File: src/rtl/mem_arbiter.sv
`default_nettype none
// ============================================================================
// mem_arbiter : two-master req/ready arbiter for the shared 256-byte memory,
//               with round-robin or fixed priority and a stall watchdog.
// Revision    : 1.0
// ============================================================================
module mem_arbiter #(
  parameter int AW         = 8,
  parameter int DW         = 8,
  parameter int TIMEOUT    = 16,
  parameter int FIXED_PRIO = 0
) (
  input  logic          clk,
  input  logic          rst,
  input  logic          m0_req,
  input  logic [AW-1:0] m0_addr,
  input  logic          m0_we,
  input  logic [DW-1:0] m0_wdata,
  output logic          m0_ready,
  output logic [DW-1:0] m0_rdata,
  input  logic          m1_req,
  input  logic [AW-1:0] m1_addr,
  input  logic          m1_we,
  input  logic [DW-1:0] m1_wdata,
  output logic          m1_ready,
  output logic [DW-1:0] m1_rdata,
  output logic          mem_req,
  output logic [AW-1:0] mem_addr,
  output logic          mem_we,
  output logic [DW-1:0] mem_wdata,
  input  logic          mem_ready,
  input  logic [DW-1:0] mem_rdata,
  output logic [1:0]    grant,
  output logic          err
);

  localparam int                CNT_W    = $clog2(TIMEOUT);
  localparam logic [CNT_W-1:0]  CNT_LAST = CNT_W'(TIMEOUT - 1);

  typedef enum logic [1:0] {
    ST_IDLE   = 2'd0,
    ST_ACCESS = 2'd1,
    ST_DONE   = 2'd2
  } state_t;

  state_t           state_q, state_d;
  logic [1:0]       grant_q, grant_d;
  logic             last_grant_q, last_grant_d;
  logic [CNT_W-1:0] cnt_q, cnt_d;
  logic             timeout_q, timeout_d;
  logic [DW-1:0]    m0_rdata_q, m0_rdata_d;
  logic [DW-1:0]    m1_rdata_q, m1_rdata_d;

  logic             w_tie_pick_m1;
  logic             w_pick_m1;
  logic             w_in_access;
  logic             w_in_done;

  generate
    if (FIXED_PRIO != 0) begin : g_fixed_prio
      assign w_tie_pick_m1 = 1'b0;
    end else begin : g_round_robin
      assign w_tie_pick_m1 = ~last_grant_q;
    end
  endgenerate

  assign w_pick_m1 = (m0_req && m1_req) ? w_tie_pick_m1 : m1_req;

  always_comb begin
    state_d      = state_q;
    grant_d      = grant_q;
    last_grant_d = last_grant_q;
    cnt_d        = cnt_q;
    timeout_d    = timeout_q;
    m0_rdata_d   = m0_rdata_q;
    m1_rdata_d   = m1_rdata_q;
    case (state_q)
      ST_IDLE: begin
        grant_d   = 2'b00;
        timeout_d = 1'b0;
        if (m0_req || m1_req) begin
          grant_d      = w_pick_m1 ? 2'b10 : 2'b01;
          last_grant_d = w_pick_m1;
          cnt_d        = '0;
          state_d      = ST_ACCESS;
        end
      end
      ST_ACCESS: begin
        // A stalled memory completes with all-ones data so the master never hangs.
        if (mem_ready || (cnt_q == CNT_LAST)) begin
          timeout_d = ~mem_ready;
          if (grant_q[1]) begin
            m1_rdata_d = mem_ready ? mem_rdata : '1;
          end else begin
            m0_rdata_d = mem_ready ? mem_rdata : '1;
          end
          state_d = ST_DONE;
        end else begin
          cnt_d = cnt_q + 1'b1;
        end
      end
      ST_DONE: begin
        grant_d   = 2'b00;
        timeout_d = 1'b0;
        state_d   = ST_IDLE;
      end
      default: begin
        grant_d   = 2'b00;
        timeout_d = 1'b0;
        state_d   = ST_IDLE;
      end
    endcase
  end

  always_ff @(posedge clk) begin
    if (rst) begin
      state_q      <= ST_IDLE;
      grant_q      <= 2'b00;
      last_grant_q <= 1'b1;
      cnt_q        <= '0;
      timeout_q    <= 1'b0;
      m0_rdata_q   <= '0;
      m1_rdata_q   <= '0;
    end else begin
      state_q      <= state_d;
      grant_q      <= grant_d;
      last_grant_q <= last_grant_d;
      cnt_q        <= cnt_d;
      timeout_q    <= timeout_d;
      m0_rdata_q   <= m0_rdata_d;
      m1_rdata_q   <= m1_rdata_d;
    end
  end

  assign w_in_access = (state_q == ST_ACCESS);
  assign w_in_done   = (state_q == ST_DONE);

  assign mem_req   = w_in_access;
  assign mem_addr  = w_in_access ? (grant_q[1] ? m1_addr  : m0_addr)  : '0;
  assign mem_we    = w_in_access ? (grant_q[1] ? m1_we    : m0_we)    : 1'b0;
  assign mem_wdata = w_in_access ? (grant_q[1] ? m1_wdata : m0_wdata) : '0;

  assign m0_ready = w_in_done && grant_q[0];
  assign m1_ready = w_in_done && grant_q[1];
  assign err      = w_in_done && timeout_q;
  assign grant    = grant_q;
  assign m0_rdata = m0_rdata_q;
  assign m1_rdata = m1_rdata_q;

endmodule
`default_nettype wire

File: config.mk
export PLATFORM = sky130hd
export DESIGN_NAME = mem_arbiter
export DESIGN_NICKNAME = d
export VERILOG_FILES = /design/src/rtl/mem_arbiter.sv
export SDC_FILE = /design/constraint.sdc
export NUM_CORES = 1
export LEC_CHECK = 0
export BUFFER_PORTS_ARGS = -buffer_cell sky130_fd_sc_hd__buf_2
export CORE_UTILIZATION = 44
export CTS_BUF_LIST = sky130_fd_sc_hd__clkbuf_16
export DETAILED_ROUTE_END_ITERATION = 8
export PLACE_DENSITY = 0.91
export SETUP_SLACK_MARGIN = 0.5
export SLEW_MARGIN = 10
export SYNTH_ARGS = -nofsm -noshare
export SYNTH_HDL_FRONTEND = slang
export SYNTH_SLANG_ARGS = --single-unit
File: constraint.sdc
create_clock -name clk -period 2.5 [get_ports clk]
set_input_delay 0.25 -clock clk [delete_from_list [all_inputs] [get_ports clk]]
set_output_delay 0.25 -clock clk [all_outputs]
set_load 0.05 [all_outputs]
After elaboration in Yosys (flattened, before gate mapping). Index checks and enable logic that the tools add are counted.

$add $sub $neg: 1. $mul: 0. Divide/modulo/power cells: 0. Order comparisons: 0. Equality and inequality tests: 6. Shift-type cells: 0. Muxes and demuxes: 17. Bitwise operators: 4. Reduce and logical (&&, ||, !) cells: 14.

Operator list (count): two-way mux 8 bit (5); AND reduction 3 bit (3); two-way mux 2 bit (4); two-way mux 4 bit (2); case mux 2 bit (2 select lines) (2); case mux 4 bit (2 select lines) (1); adder 4 x 1 -> 4 bit (second input constant) (1); equality test 4 bit (second input constant) (1); logical AND 1 bit (4); inequality test 2 bit (second input constant) (2); inverter 1 bit (4); AND reduction 2 bit (2); two-way mux 1 bit (3); equality test 2 x 1 -> 1 bit (second input constant) (1); equality test 2 bit (second input constant) (1); zero test 2 bit (1); logical OR 1 bit (2); inequality test 2 x 1 -> 1 bit (second input constant) (1); nonzero test 2 bit (1); OR reduction 2 bit (1).

Flip-flop bits (word level): 26. Bits in latches: 0. Memory bits (writable): 0. Bits in read-only memories: 0. Bits of input ports: 47. Output and inout port bits: 39. Word-level logic and storage cells: 49. Memories: 0.

Longest topological paths before layout.
Depth after elaboration: 5. Depth in mapped cells: 5. Depth with buffers taken out: 4.

Worst setup path before layout. No wires, ideal clock.

Path kind: reg-to-output. Start point: register grant_q[1] (netlist: grant[1]). End point: output port mem_addr[6]. Arrival: 2.035 ns. Required time: 2.250 ns. Setup slack: 0.215 ns. Stages on the path, launching flop included: 5. Buffers on the path: 2. Cells stage by stage: dfxtp_1 -> buf_2 -> buf_2 -> mux2i_1 -> nor2_1.

Word-level cells in the longest chain between the ends: 2.

Ends and longest elaborated chain: start: declaration (line 47) `logic [1:0] grant_q, grant_d;`; start signal: assignment (line 126) `grant_q <= grant_d;`; two-way mux 8 bit (2 in a row) (line 139) `assign mem_addr = w_in_access ? (grant_q[1] ? m1_addr : m0_addr) : '0;`; end: declaration (line 28) `output logic [AW-1:0] mem_addr,`.

No other way between the ends.

Worst setup path after layout.
Start point: register state_q[1]. End point: output port mem_req.

Word-level cells in the longest chain between the ends: 1.

Ends and longest elaborated chain: start: declaration (line 46) `state_t state_q, state_d;`; start signal: assignment (line 125) `state_q <= state_d;`; equality test 2 x 1 -> 1 bit (line 135) `assign w_in_access = (state_q == ST_ACCESS);`; end: declaration (line 27) `output logic mem_req,`.

No other way between the ends.

==> results.json <==
{
  "clock.fmax_mhz": 547.9,
  "p_per_area_nw_per_um2": 608.5,
  "slew_headroom_pct": 64.90,
  "grt_overflow": 0,
  "p_int_uw": 745.7,
  "rsz0062_at_grt": "no",
  "syn_area_um2": 1286,
  "drv_cap": 0,
  "synth_xor_area_share_pct": 0,
  "yosys-mux-area-fraction_pct": 14.79,
  "cts_root_buf": "clkbuf_16",
  "r2r-start": "state_q[0]",
  "path_max_fanout": 19,
  "ctsResizeCount": 0,
  "wl_mm": 3.315,
  "final_util_pct": 66.92,
  "syn_nets": 195,
  "avgRoutedWirePerCell_um": 12.75,
  "io_pins": 86,
  "grt_max_degree": 25,
  "timing.final.crit_share_pct": 73.00,
  "synth.yosys.seq_area_share_pct": 40.47,
  "yosys_warnings": 0,
  "cts_setup_buffers": 0,
  "swShare_pct": 33.60,
  "power_frac_seq_pct": 39.8,
  "grt_pass1_vias": 1324,
  "yosys_register_bits": 26,
  "drive_gt1_share_pct": 47.60,
  "synthAdderAreaFrac_pct": 0.9728,
  "synth_cells": 147,
  "clock_sinks": 26,
  "cts_tree": "yes",
  "viasPerCell": 5.412,
  "cts_max_path_buffers": 2,
  "worst_pin_slew_ns": 0.5259,
  "die_h_um": 56.07,
  "dp_hpwl_mm": 2.621,
  "setup_viol": 0,
  "hold-path-endpoint": "m1_rdata[2]",
  "numCtsBuffers": 3,
  "gr-usage-all-layers_pct": 22.11,
  "combPwrFrac_pct": 29.5,
  "cp.arrival_ns": 1.57,
  "drt_first_pass_iters": 4,
  "synth-simple-area-share_pct": 18.87,
  "clk_latency_ns": 0.26,
  "r2r_cells": 5,
  "synth_compound_area_share_pct": 19.46,
  "slew_violations": 0,
  "design.die.area_um2": 3143,
  "initial_core_util_pct": 46.64,
  "fin_setup_tns_ns": 0,
  "grt_pass1_wl_mm": 5.520,
  "pwr-share-clk_pct": 30.7,
  "clk_pin_slew_ns": 0.06,
  "fin_nets": 279,
  "timing.final.hold_violations": 0,
  "critPathLaunch": "state_q[1]",
  "gp_congestion": 0.7627,
  "cp_data_required_time_ns": 2.25,
  "antenna_found_initial": 0,
  "die_w_um": 56.07,
  "placed_cell_area_um2": 1770,
  "peakVddDrop_v": 0.0006874,
  "rrSetupSlack_ns": 0.81,
  "status": "completed",
  "power_leakage_nw": 0.8767,
  "hold_start": "mem_rdata[2]",
  "coreArea_um2": 2758,
  "h-tree-depth": 1,
  "drt_iter0_drc": 39,
  "syn_to_final_growth_pct": 43.48,
  "period_minus_slack_ns": 1.825,
  "whs_path_depth": 2,
  "clock_skew_ns": 0.002419,
  "crit_type": "reg -> out",
  "synth_top_family_by_area": "compound AO/OA/AOI/OAI gates",
  "ys_types": 33,
  "cts_hold_buf": 0,
  "design_area_um2": 1846,
  "std_cell_rows": 19,
  "drc_errors": 0,
  "min_path_type": "in -> reg",
  "ant_nets": 0,
  "cp-start-kind": "flip-flop",
  "num_vias": 1407,
  "io_buffers": 85,
  "cp-end-kind": "output pin",
  "syn_area_per_cell_um2": 8.750,
  "diodes": 0,
  "switchingPower_uw": 377.3,
  "regToRegEndpoint": "m1_rdata[7]"
}
==> area by class of cell <==
cell class                 count  area [um2]
sequential                    26       520.5
inverter                      10       37.54
fill                         230       912.1
timing repair buffer          87       440.4
multi-input combinational    103       733.2
clock buffer                   3       75.07
tap                           31       38.79
==> synthesized netlist by cell type <==
| cell | n | area share [%] |
|---|---|---|
| nor2_1 | 21 | 6.1 |
| nor3b_1 | 1 | 0.58 |
| nand4bb_1 | 1 | 0.88 |
| and3_1 | 2 | 0.97 |
| a21oi_1 | 11 | 4.3 |
| nand2b_1 | 1 | 0.49 |
| o22ai_1 | 1 | 0.49 |
| or2_2 | 1 | 0.49 |
| or3b_1 | 1 | 0.68 |
| dfxtp_1 | 26 | 40 |
| nand3b_1 | 1 | 0.58 |
| o21ai_0 | 10 | 3.9 |
| nand2_1 | 4 | 1.2 |
| or4_1 | 1 | 0.58 |
| nor3b_2 | 1 | 0.97 |
| o221ai_1 | 1 | 0.68 |
| a21boi_0 | 1 | 0.58 |
| a41oi_1 | 1 | 0.68 |
| inv_1 | 10 | 2.9 |
| o32ai_1 | 1 | 0.68 |
| a31oi_1 | 1 | 0.49 |
| nand3_1 | 2 | 0.78 |
| o221a_2 | 8 | 7.0 |
| buf_2 | 2 | 0.78 |
| mux2i_1 | 19 | 15 |
| or3_1 | 2 | 0.97 |
| nor3_1 | 3 | 1.2 |
| ha_1 | 1 | 0.97 |
| nor2b_1 | 1 | 0.49 |
| buf_1 | 1 | 0.29 |
| and2_1 | 4 | 1.9 |
| clkbuf_1 | 5 | 1.5 |
| a311oi_1 | 1 | 0.68 |
==> cell usage in the layout (no fill, tap or decap), types with 2 or more instances in the layout <==
cell type   n
or3_1       2
o21ai_0    10
nand3_1     2
dfxtp_1    26
nand2_1     4
and3_1      2
nor2_2      6
a21oi_1    11
mux2i_1    19
clkbuf_16   3
nor3_1      3
buf_4       2
nor2_4      3
buf_2      85
and2_1      4
inv_1      10
o221a_2     8
nor2_1     12
==> state kept, by name (all words and copies together), names as in the netlist <==
| register | flops |
|---|---|
| grant | 2 |
| m0_rdata | 8 |
| state_q | 2 |
| timeout_q | 1 |
| m1_rdata | 8 |
| last_grant_q | 1 |
| cnt_q | 4 |
==> metrics by stage <==
stage / worst slack [ns] / cells / power [mW] / hold WS (ns)
3_3_place_gp: 0.9188 / 257 / 0.7825 / 0.4297
4_1_cts: 0.6935 / 260 / 1.127 / 0.2721
3_5_place_dp: 0.8628 / 257 / 0.7875 / 0.4346
5_1_grt: 0.5874 / 260 / 1.166 / 0.2738
2_1_floorplan: 0.4292 / 147 / 0.6946 / 0.4303
6_report: 0.6750 / 260 / 1.123 / 0.2711
==> worst max-delay path, cell delays in order, from the launching register on <==
cell and delay (ns):
dfxtp_1 0.43, nand2b_1 0.21, buf_4 0.31, inv_1 0.13, buf_2 0.23
==> power groups by stage <==
stage	clock, mW	combinational [mW]	sequential (mW)
after floorplan	0	0.188	0.506
final	0.345	0.331	0.447
after CTS	0.347	0.332	0.447
after detailed placement	0	0.331	0.456
after global routing	0.364	0.352	0.450
after global placement	0	0.327	0.455
==> logic make-up after synthesis <==
group | count (synthesis)
buffers and inverters | 18
AOI/OAI and AO/OA | 36
adders and majority gates | 1
DFF | 26
and+or+nand+nor | 47
muxes | 19
==> metal layers <==
metal	track usage, %	up-vias	routed length (um)
li1	-	690	-
met1	25.44	632	1389
met2	40.31	80	1614
met3	3.953	5	264
met4	8.362	0	46
met5	0	-	0
==> worst max path at each step <==
| stage | depth (start not counted) | end |
|---|---|---|
| floorplan | 4 | mem_wdata[2] |
| global placement | 5 | m1_rdata[3] |
| detailed placement | 5 | m1_rdata[0] |
| CTS | 4 | mem_req |
| global route | 4 | mem_req |
| finish | 4 | mem_req |
Power figures use the tool's default switching activity.
